===== src/rtl/bram_port_arbiter.sv =====
// bram_port_arbiter: round-robin sharing of one BRAM port with per-requester lock
// and latency-matched read-response routing back to the issuing requester.
module bram_port_arbiter #(
  parameter int NUM_REQ    = 2,
  parameter int DATA_WIDTH = 32,
  parameter int ADDR_WIDTH = 32,
  parameter int RD_LATENCY = 1
) (
  input  logic                            Clk_CI,
  input  logic                            Rst_RBI,
  input  logic [NUM_REQ-1:0]              Req_SI,
  input  logic [NUM_REQ-1:0]              Lock_SI,
  input  logic [NUM_REQ*ADDR_WIDTH-1:0]   Addr_DI,
  input  logic [NUM_REQ*DATA_WIDTH-1:0]   Wr_DI,
  input  logic [NUM_REQ*DATA_WIDTH/8-1:0] WrEn_SI,
  output logic [NUM_REQ-1:0]              Gnt_SO,
  output logic [NUM_REQ-1:0]              RValid_SO,
  output logic [DATA_WIDTH-1:0]           RData_DO,
  output logic                            Bram_Clk_CO,
  output logic                            Bram_Rst_RO,
  output logic                            Bram_En_SO,
  output logic [ADDR_WIDTH-1:0]           Bram_Addr_SO,
  output logic [DATA_WIDTH-1:0]           Bram_Wr_DO,
  output logic [DATA_WIDTH/8-1:0]         Bram_WrEn_SO,
  input  logic [DATA_WIDTH-1:0]           Bram_Rd_DI
);
  localparam int IW = $clog2(NUM_REQ);
  localparam int BW = DATA_WIDTH / 8;

  typedef enum logic {IDLE, LOCKED} state_t;

  state_t                         state_q, state_d;
  logic [IW-1:0]                  ptr_q, ptr_d, own_q, own_d, rr_sel, sel;
  logic                           any, gnt_vld, acc, rd;
  logic [BW-1:0]                  wen;
  logic [RD_LATENCY-1:0]          vld_q, vld_d;
  logic [RD_LATENCY-1:0][IW-1:0]  idx_q, idx_d;

  // Scan downward so the closest requester at or after the pointer wins.
  always_comb begin
    rr_sel = '0;
    any    = 1'b0;
    for (int k = NUM_REQ - 1; k >= 0; k--) begin
      if (Req_SI[(int'(ptr_q) + k) % NUM_REQ]) begin
        rr_sel = IW'((int'(ptr_q) + k) % NUM_REQ);
        any    = 1'b1;
      end
    end
  end

  assign sel          = (state_q == LOCKED) ? own_q : rr_sel;
  assign gnt_vld      = Rst_RBI & ((state_q == LOCKED) | any);
  assign Gnt_SO       = gnt_vld ? NUM_REQ'(1) << sel : '0;
  assign acc          = gnt_vld & Req_SI[sel];
  assign wen          = WrEn_SI[int'(sel)*BW +: BW];
  assign rd           = acc & ~|wen;
  assign Bram_Clk_CO  = Clk_CI;
  assign Bram_Rst_RO  = ~Rst_RBI;
  assign Bram_En_SO   = acc;
  assign Bram_Addr_SO = Addr_DI[int'(sel)*ADDR_WIDTH +: ADDR_WIDTH];
  assign Bram_Wr_DO   = Wr_DI[int'(sel)*DATA_WIDTH +: DATA_WIDTH];
  assign Bram_WrEn_SO = acc ? wen : '0;
  assign RValid_SO    = vld_q[RD_LATENCY-1] ? NUM_REQ'(1) << idx_q[RD_LATENCY-1] : '0;
  assign RData_DO     = vld_q[RD_LATENCY-1] ? Bram_Rd_DI : '0;

  always_comb begin
    state_d  = state_q;
    own_d    = own_q;
    ptr_d    = ptr_q;
    vld_d    = '0;
    idx_d    = '0;
    vld_d[0] = rd;
    idx_d[0] = sel;
    for (int k = 1; k < RD_LATENCY; k++) begin
      vld_d[k] = vld_q[k-1];
      idx_d[k] = idx_q[k-1];
    end
    if (state_q == LOCKED) begin
      if (!Lock_SI[own_q]) state_d = IDLE;
    end else if (acc) begin
      ptr_d = (sel == IW'(NUM_REQ - 1)) ? '0 : sel + 1'b1;
      if (Lock_SI[sel]) begin
        state_d = LOCKED;
        own_d   = sel;
      end
    end
  end

  always_ff @(posedge Clk_CI or negedge Rst_RBI) begin
    if (!Rst_RBI) begin
      state_q <= IDLE;
      own_q   <= '0;
      ptr_q   <= '0;
      vld_q   <= '0;
      idx_q   <= '0;
    end else begin
      state_q <= state_d;
      own_q   <= own_d;
      ptr_q   <= ptr_d;
      vld_q   <= vld_d;
      idx_q   <= idx_d;
    end
  end
endmodule


===== config.mk =====
export PLATFORM = sky130hd
export DESIGN_NAME = bram_port_arbiter
export DESIGN_NICKNAME = d
export VERILOG_FILES = /design/src/rtl/bram_port_arbiter.sv
export SDC_FILE = /design/constraint.sdc
export NUM_CORES = 1
export LEC_CHECK = 0
export BUFFER_PORTS_ARGS = -buffer_cell sky130_fd_sc_hd__buf_2
export CAP_MARGIN = 20
export CORE_AREA = 2 2 109 111
export CTS_CLUSTER_SIZE = 10
export DETAILED_ROUTE_END_ITERATION = 16
export DIE_AREA = 0 0 111 113
export GPL_TIMING_DRIVEN = 0
export SLEW_MARGIN = 30
export SYNTH_ARGS = -nofsm -noshare
export SYNTH_HDL_FRONTEND = slang
export SYNTH_SLANG_ARGS = --single-unit

===== constraint.sdc =====
create_clock -name Clk_CI -period 2.2 [get_ports Clk_CI]
set_clock_uncertainty 0.1 [all_clocks]
set_input_delay 0.44 -clock Clk_CI [delete_from_list [all_inputs] [get_ports Clk_CI]]
set_output_delay 0.44 -clock Clk_CI [all_outputs]
set_load 0.01 [all_outputs]

# Word level (Yosys, flattened, before mapping)
# Cells that the tools add are included.
# totals
ff_bits,5
latchBits,0
ramBits,0
mem_bits_ro,0
output_inout_bits,107
elab_cells,52
memories,0
# op_classes
add_sub_neg,2
n_mul,0
div_mod_pow,0
n_lt_le_gt_ge,4
n_eq_ne,0
shift,5
muxes,25
n_bitwise,7
n_reduce_logical,4
# op_table
op,n
$shiftx A64 B7 Y32,2
$mux W32,1
$mux W1,21
$shiftx A8 B4 Y4,1
$lt A1 B2 Y1 const B,3
$mux W2,2
$mux W4,1
$reduce_or A4 Y1,1
$shl A1 B1 Y2 const A,2
$and A1 B1 Y1,3
$lt A2 B3 Y1 const B,1
$reduce_and A3 Y1,1
$add A1 B1 Y1 const B,2
$not A1 Y1,2
$reduce_and A2 Y1,1
$and A1 B1 Y1 const A,1
$logic_not A1 Y1,1
$or A1 B1 Y1,1

# Logic depth before layout (Yosys ltp)
# Gate-level depths: netlist (run 1).
# depth
depth_word,13
ltp_mapped,6
mapped_depth_nobuf,4

==> impl_metrics.tcl, run 1 <==
set metrics [dict create \
    synth-main-ff-cell "dfrtp_1" \
    die_x_um 111 \
    cp.arrival_ns 1.88 \
    nets 620 \
    hold_start "Lock_SI[1]" \
    tns_ns -11.90 \
    violations "setup timing" \
    n_fill_cell 1202 \
    track_usage_pct 11.10 \
    yosys-top-cells-count "66 x mux2_2, 33 x and2_1, 7 x nor2_1" \
    die_area_sq_um 12540 \
    cp_cell_sequence "nand2b_4 -> o21ai_4 -> buf_12 -> buf_12 -> mux2_2 -> buf_6" \
    synthMostInstantiatedCell "mux2_2" \
    status "finished, violations left" \
    dp_slack_ns -0.1957 \
    yosysTopAreaCellShare_pct 54.15 \
    viasPerCell 3.854 \
    setup_slack_ns -0.2248 \
    yosys_warnings 0 \
    stdcell_count 588 \
    cp_top_family "buffers and inverters" \
    ys_ff_latch 5 \
    crit_path_max_fanout 10 \
    drtIter0Drc 52 \
    synth_top_family_by_area "multiplexers" \
    worst_setup_path_end_kind "output pin" \
    fmaxAchievable_mhz 412.4 \
    num_io_pins 281 \
    postRouteAntennaNets 0 \
    met3_usage_pct 4.713 \
    critPathRequiredTime_ns 1.66 \
    grt-ovfl-total 0 \
    crit_slowest_cell "dfrtp_1" \
    r2r_start "state_q$_DFF_PN0_" \
    port_buffers 280 \
    met1_usage_pct 11.20 \
    initial_utilization_pct 12.18 \
    place_inst 571 \
    min_path_type "primary input to register" \
    critical_path_buf_inv_count 3 \
    finalCritPeriodShare_pct 110.2 \
    antenna_found_initial 0 \
    vias 2266 \
    critPathKind "register to output pin" \
    cts.clk_slew.worst_paths_ns 0.03 \
    core_sq_um 11270 \
    gp_congestion 0.7799 \
    dpl_cell_area_sq_um 2953 \
    maxCapViolCount 0 \
    ys_types 26 \
    total_power_mw 4.246 \
    synth-simple-area-share_pct 19.96 \
    synth-seq-area-share_pct 9.116 \
    grt_pass1_vias 2231 \
    rsz0062_at_grt "true" \
    rows 39 \
    dp_hpwl_um 6493 \
    hold_viol_final 0 \
    start_kind "register" \
    synth.avg_cell_area_sq_um 9.274 \
    fp.dieH_um 113 \
    synth_mux_area_share_pct 57.79 \
    async_flop_share_pct 100.0 \
    synth_cells 148 \
    grt_max_degree 11 \
    pwr_density_cell_nw_per_um2 1135 \
    synth_edf_count 0 \
    worst-r2r-setup-slack_ns 0.45 \
    final_cell_area_sq_um 3741 \
    tritoncts "built" \
    area_growth_pct 172.6 \
    fin_crit_ns 2.425 \
    synth_area_leader_cell "mux2_2" \
    syn_area_sq_um 1373 \
    grt_pass1_wl_um 10830 \
    max_stage_delay_ns 0.39 \
    ir_drop_mv 0.5620 \
    p_leak_nw 2.151 \
    slew_viol_final 0 \
    worst_pin_slew_ns 0.3612 \
    wire_per_inst_um 13.90 \
    synth_fa_ha_area_share_pct 0 \
    setup_viol 70 \
    synth_compound_area_share_pct 5.014 \
    clk_latency_ns 0.34 \
    firstDrtPassIters 2 \
    antenna_cells 0 \
    syn-num-nets 322 \
    met2_usage_pct 20.45 \
    wirelength_um 8171 \
    synth-xor-area-share_pct 0 \
    crit_start "state_q$_DFF_PN0_" \
    crit_top_cell "buf_12" \
    relSlewSlack_pct 75.71 \
    synth_area_leaders "mux2_2 54%, and2_1 15%, dfrtp_1 9.1%" \
    drc 0 \
    drive_gt1_share_pct 84.27 \
    grt-busiest-layer "met2" \
]
timing repair:
action	4_1_cts	5_1_grt
gates resized for setup	57	57
endpoints found under the setup margin	70	70
endpoints found under the hold margin	5	0
setup buffers	7	2
pin swaps	1	3
hold buffers	1	0
cloned	2	0
where the power goes:
part	switching (mW)	total, mW	internal, mW
sequential	0.0333	0.164	0.131
combinational	1.36	3.46	2.10
clock	0.119	0.625	0.506
cell usage in the layout, fill, tap and decap left out, drive strengths merged:
| master | synthesis | layout |
|---|---|---|
| dfrtp | 5 | 5 |
| nor4 | 1 | 1 |
| o41ai | 1 | 1 |
| nor2 | 7 | 7 |
| nand2 | 3 | 3 |
| nand3 | 1 | 1 |
| inv | 3 | 3 |
| buf | 9 | 298 |
| and2 | 33 | 33 |
| a21o | 1 | 1 |
| o31ai | 1 | 1 |
| clkbuf | 3 | 10 |
| a21oi | 1 | 1 |
| mux2 | 66 | 66 |
| o211ai | 1 | 1 |
| o211a | 1 | 1 |
| o2bb2ai | 1 | 1 |
| nand2b | 1 | 1 |
| nor2b | 2 | 2 |
| o21ai | 2 | 2 |
| dlygate4sd3 | 0 | 1 |
| mux2i | 5 | 5 |
registers in the layout, summed over array words and instances (netlist names):
register / cells
idx_q: 1
own_q: 1
ptr_q: 1
state_q: 1
vld_q: 1
final timing paths:
kind / to / depth (start not counted)
worst min register to register: ptr_q$_DFFE_PN0P_ / 1
worst min-delay path: state_q$_DFF_PN0_ / 3
worst max register to register: state_q$_DFF_PN0_ / 10
min in group asynchronous: ptr_q$_DFFE_PN0P_ / 2
max in group asynchronous: vld_q$_DFF_PN0_ / 2
worst max-delay path: Bram_Addr_SO[20] / 6
metrics by stage:
| stage | hold WS (ns) | utilization [%] |
|---|---|---|
| floorplan | 0.04441 | - |
| global placement | 0.1911 | 26.20 |
| detailed placement | 0.1946 | 26.20 |
| CTS | 0.2797 | 30.77 |
| global route | 0.2897 | 33.19 |
| finish | 0.2813 | 33.19 |
cell families (layout without fill, tap and decap cells):
family          after synthesis  in the layout
mux                          71             71
simple gates                 48             48
buf+inv                      15            312
compound gates                9              9
flops                         5              5
worst min-delay path, stage by stage:
cell and delay (ns):
buf_2 0.10, nand3_1 0.06, o211ai_1 0.07
routing by layer:
metal | wire length [um] | share of wire [%]
met1 | 2822 | 35
met4 | 76 | 0.93
met5 | 0 | 0
met2 | 4411 | 54
met3 | 861 | 11
layout make-up:
type / count / area (sq um) / share of cell area [%]
multi-input combinational: 128 / 1295 / 34.62
inverter: 3 / 11.26 / 0.3010
buffer: 11 / 153.9 / 4.114
sequential: 5 / 125.1 / 3.344
clock buffer: 8 / 158.9 / 4.247
timing repair buffer: 290 / 1818 / 48.60
tap: 143 / 178.9 / 4.783
(Power assumes the default switching activity.)
==> inputs of run 2 (changes only) <==
CORE_AREA = 2 2 110 112   (was 2 2 109 111)
CTS_CLUSTER_SIZE = default   (was 10)
DIE_AREA = 0 0 112 114   (was 0 0 111 113)
clock period = 2 ns   (was 2.2 ns; I/O delays follow)
==> run 2 against run 1 <==
  * The run still ends with setup timing left
  * Clock power up 14%
  * Total power up 1.8%
  * Routed wire length down 12%
  * Non-clock buffer count down 2
  * Critical path depth unchanged
  * Global-route usage down 1.8 points
  * First-iteration DRC count down 17%
  * Count of clock-buffer cells in the layout unchanged
  * Via count up 0.53%
  * Sequential power up 9%
  * Worst hold slack worse by 0.028 ns
  * Critical endpoint is now Bram_Addr_SO[29]
  * Largest power group unchanged
==> impl_metrics.tcl, run 2 (synthesized netlist as in run 1, its figures left out) <==
set metrics [dict create \
    fmaxAchievable_mhz 425.3 \
    total_power_mw 4.321 \
    die_x_um 112 \
    num_io_pins 281 \
    grt_pass1_wl_um 9542 \
    postRouteAntennaNets 0 \
    final_cell_area_sq_um 3586 \
    maxCapViolCount 0 \
    firstDrtPassIters 4 \
    grt_max_degree 11 \
    setup_slack_ns -0.3516 \
    viasPerCell 3.861 \
    drive_gt1_share_pct 84.65 \
    antenna_found_initial 0 \
    crit_path_max_fanout 10 \
    status "finished, violations left" \
    clk_latency_ns 0.34 \
    cp_cell_sequence "nand2b_4 -> o21ai_4 -> buf_12 -> buf_8 -> mux2_2 -> buf_2" \
    cts.clk_slew.worst_paths_ns 0.03 \
    final_common_cell "buf_2" \
    nets 618 \
    mostFrequentLayoutCells "250 x buf_2, 38 x mux2_2, 34 x buf_6" \
    track_usage_pct 9.275 \
    vias 2278 \
    grt_pass1_vias 2070 \
    cp_top_family "buffers and inverters" \
    drtIter0Drc 43 \
    max_stage_delay_ns 0.37 \
    initial_utilization_pct 11.72 \
    die_area_sq_um 12770 \
    fp.dieH_um 114 \
    ir_drop_mv 0.7366 \
    dp_hpwl_um 5889 \
    setup_viol 70 \
    finalCritPeriodShare_pct 117.6 \
    rsz0062_at_grt "true" \
    worst_pin_slew_ns 0.3240 \
    fin_crit_ns 2.352 \
    crit_slowest_cell "dfrtp_1" \
    critPathKind "register to output pin" \
    min_path_type "primary input to register" \
    grt-ovfl-total 0 \
    dpl_cell_area_sq_um 2958 \
    port_buffers 280 \
    place_inst 575 \
    relSlewSlack_pct 78.21 \
    antenna_cells 0 \
    violations "setup timing" \
    stdcell_count 590 \
    p_leak_nw 2.068 \
    core_sq_um 11710 \
    wire_per_inst_um 12.19 \
    gp_congestion 0.7816 \
    critical_path_buf_inv_count 3 \
    worst_setup_path_end_kind "output pin" \
    drc 0 \
    slew_viol_final 0 \
    pwr_density_cell_nw_per_um2 1205 \
    critPathRequiredTime_ns 1.50 \
    rows 40 \
    cp.arrival_ns 1.85 \
    hold_viol_final 0 \
    start_kind "register" \
    area_growth_pct 161.3 \
    tritoncts "built" \
    wirelength_um 7193 \
    dp_slack_ns -0.3421 \
]
==> run 2: where the power goes <==
group | total, mW | switching [mW] | internal (mW)
clock network | 0.711 | 0.131 | 0.580
registers | 0.179 | 0.0332 | 0.146
logic | 3.43 | 1.40 | 2.03
total | 4.32 | 1.56 | 2.76
==> run 2: final timing paths <==
| check | slack (ns) | to | depth (start not counted) | from |
|---|---|---|---|---|
| max | -0.35 | Bram_Addr_SO[29] | 6 | state_q$_DFF_PN0_ |
| min | 0.25 | state_q$_DFF_PN0_ | 3 | Lock_SI[1] |
| max reg2reg | 0.34 | ptr_q$_DFFE_PN0P_ | 7 | state_q$_DFF_PN0_ |
| min reg2reg | 0.41 | ptr_q$_DFFE_PN0P_ | 1 | ptr_q$_DFFE_PN0P_ |
| max in group asynchronous | 1.17 | own_q$_DFFE_PN0P_ | 2 | Rst_RBI |
| min in group asynchronous | 0.41 | state_q$_DFF_PN0_ | 2 | Rst_RBI |
==> run 2: metrics by stage <==
| stage | setup TNS (ns) | utilization, % | hold WS [ns] |
|---|---|---|---|
| floorplan | 0 | - | 0.004409 |
| CTS | -25.32 | 28.78 | 0.2543 |
| detailed placement | -16.95 | 25.26 | 0.1454 |
| global route | -27.64 | 30.62 | 0.2736 |
| global placement | -18.26 | 25.26 | 0.1458 |
| finish | -21.39 | 30.62 | 0.2534 |
==> run 2: metal layers <==
layer / routed length, um / part of all wire (%) / vias to the layer above / global-route usage [%]
met1: 2636 / 37 / 1008 / 11.10
met4: 35 / 0.49 / 0 / 2.439
li1: - / - / 1111 / -
met5: 0 / 0 / - / 0
met2: 3866 / 54 / 155 / 16.81
met3: 655 / 9.1 / 4 / 2.072
==> run 2: cell type report <==
cell class | count | area, sq um
buffer | 12 | 137.6
tap | 147 | 183.9
clock buffer | 8 | 165.2
multi-input combinational | 128 | 1261
sequential | 5 | 126.4
inverter | 3 | 18.77
fill | 1232 | 8125
timing repair buffer | 287 | 1693
==> run 2: what timing repair did <==
item | CTS | global route
cloned | 0 | 2
setup endpoints to repair | 70 | 77
endpoints found under the hold margin | 5 | 0
buffers inserted | 4 | 1
resized for setup | 44 | 37
pin swaps | 1 | 3
hold buffers | 1 | 0
==> run 2: worst min-delay path, delay by kind of cell <==
family / cells / cell delay [ns]
buffers and inverters: 1 / 0.10
and+or+nand+nor: 1 / 0.06
AOI/OAI and AO/OA: 1 / 0.08
==> inputs of run 3 (changes only) <==
MAX_ROUTING_LAYER = met4   (was default)
SETUP_SLACK_MARGIN = 0.5   (was default)
==> run 3 against run 2 <==
  * The flow still finishes with violations (setup timing)
  * Combinational power increased by 23%
  * Routed wire length rose by 14%
  * Sequential share of layout area decreased by 0.54 points
  * Largest power group unchanged
  * Highest routed layer unchanged
  * Clock power up 11%
  * Total power increased by 20%
  * Utilization increased by 5.9 points
  * Setup slack better by 0.030 ns
  * Cell area grew 19%
==> impl_metrics.tcl, run 3 (synthesized netlist as in run 1, its figures left out) <==
set metrics [dict create \
    tritoncts "built" \
    ir_drop_mv 0.6177 \
    mostFrequentLayoutCells "199 x buf_2, 87 x buf_6, 42 x mux2_4" \
    die_x_um 112 \
    crit_path_max_fanout 10 \
    min_path_type "primary input to register" \
    power_frac_clock_pct 15.1 \
    vias 2358 \
    port_buffers 280 \
    worst_pin_slew_ns 0.5337 \
    met2_usage_pct 22.46 \
    num_io_pins 281 \
    min_delay_path_depth 3 \
    p_leak_nw 2.323 \
    cp.arrival_ns 1.82 \
    drc 0 \
    relSlewSlack_pct 64.21 \
    violations "setup timing" \
    pwr_density_cell_nw_per_um2 1216 \
    track_usage_pct 11.54 \
    postRouteAntennaNets 0 \
    area_growth_pct 211.6 \
    cp_num_cells 6 \
    initial_utilization_pct 11.72 \
    antenna_found_initial 1 \
    core_sq_um 11710 \
    final_common_cell "buf_2" \
    reg2regPathDepth 9 \
    nets 629 \
    fin_crit_ns 2.322 \
    critPathKind "register to output pin" \
    start_kind "register" \
    intPower_mw 3.423 \
    gp_congestion 0.7581 \
    setup_viol 70 \
    fp.dieH_um 114 \
    fin_util_pct 36.52 \
    grt-busiest-layer "met2" \
    hold_viol_final 0 \
    finalCritPeriodShare_pct 116.1 \
    viasPerCell 3.917 \
    die_area_sq_um 12770 \
    critical_path_buf_inv_count 3 \
    grt_pass1_vias 2460 \
    rsz0062_at_grt "true" \
    crit_slowest_cell "dfrtp_1" \
    grt_max_degree 11 \
    critPathRequiredTime_ns 1.50 \
    grt-ovfl-total 0 \
    wirelength_um 8187 \
    met3_usage_pct 2.657 \
    total_power_mw 5.202 \
    setup_slack_ns -0.3218 \
    rows 40 \
    maxCapViolCount 0 \
    firstDrtPassIters 4 \
    crit_top_cell "buf_12" \
    status "finished, violations left" \
    stdcell_count 602 \
    power.switching_mw 1.779 \
    switching_share_pct 34.20 \
    share_comb_of_total_power_pct 81.1 \
    slew_viol_final 0 \
    place_inst 575 \
    max_stage_delay_ns 0.38 \
    dp_hpwl_um 6208 \
    grt_pass1_wl_um 11610 \
    fmaxAchievable_mhz 430.7 \
    met1_usage_pct 11.70 \
    cp_cell_sequence "nand2b_4 -> o21ai_4 -> buf_12 -> buf_12 -> mux2_4 -> buf_6" \
    cp_top_family "buffers and inverters" \
    drtIter0Drc 35 \
    cts.clk_slew.worst_paths_ns 0.03 \
    wire_per_inst_um 13.60 \
    worst_setup_path_end_kind "output pin" \
    drive_gt1_share_pct 94.71 \
    clk_latency_ns 0.34 \
    pwr-share-seq_pct 3.7 \
]
==> run 3: cell types whose count changed in the layout (fill, tap and decap cells not counted), sizes merged <==
cell    previous run  this run
buf              294       309
clkbuf            12         8
diode              0         1
==> run 3: routing by layer <==
metal  wire, um  vias up  part of all wire [%]
li1           -     1137                     -
met1       2744     1075                    34
met2       4655      139                    57
met3        734        7                   9.0
met4         53        0                  0.65
met5          0        -                     0
==> run 3: layout make-up <==
cell class / instances / area, sq um
antenna: 1 / 2.502
buffer: 12 / 212.7
clock buffer: 8 / 165.2
fill: 1155 / 7435
inverter: 3 / 13.76
multi-input combinational: 128 / 1446
sequential: 5 / 127.6
tap: 147 / 183.9
timing repair buffer: 298 / 2125
==> run 3: worst paths after layout <==
check / start / end / slack (ns)
setup / recovery: state_q$_DFF_PN0_ / Bram_Wr_DO[25] / -0.32
hold / removal: Lock_SI[1] / state_q$_DFF_PN0_ / 0.26
setup reg to reg: state_q$_DFF_PN0_ / vld_q$_DFF_PN0_ / 0.23
hold reg to reg: ptr_q$_DFFE_PN0P_ / ptr_q$_DFFE_PN0P_ / 0.43
max in group asynchronous: Rst_RBI / vld_q$_DFF_PN0_ / 1.17
min in group asynchronous: Rst_RBI / ptr_q$_DFFE_PN0P_ / 0.42
==> run 3: worst min-delay path: stages <==
cell	delay, ns
buf_2	0.10
nand3_1	0.06
o211ai_1	0.09
==> run 3: per-stage QoR <==
stage	cell area, sq um	setup TNS, ns	setup WS [ns]	hold slack, ns
after floorplan	1556	0	0.1425	0.004409
after global placement	3142	-15.71	-0.3005	0.1410
after detailed placement	3142	-16.51	-0.3135	0.1374
after CTS	4106	-22.99	-0.3543	0.2551
after global routing	4277	-25.26	-0.4022	0.2960
final	4277	-21.07	-0.3218	0.2646
==> run 3: power by group through the flow <==
stage	Clock (mW)	Sequential, mW	Combinational [mW]
global route	0.813	0.197	4.46
floorplan	0.0540	0.176	1.97
detailed placement	0.0696	0.189	2.89
finish	0.788	0.194	4.22
CTS	0.796	0.182	4.07
global placement	0.0696	0.187	2.85
==> run 3: timing repair <==
action / in CTS / in global routing
pin swaps: 6 / 6
hold buffers: 1 / 0
endpoints found under the hold margin: 5 / 0
setup endpoints to repair: 110 / 110
setup buffers: 11 / 3
resized for setup: 132 / 37
cloned: 4 / 0
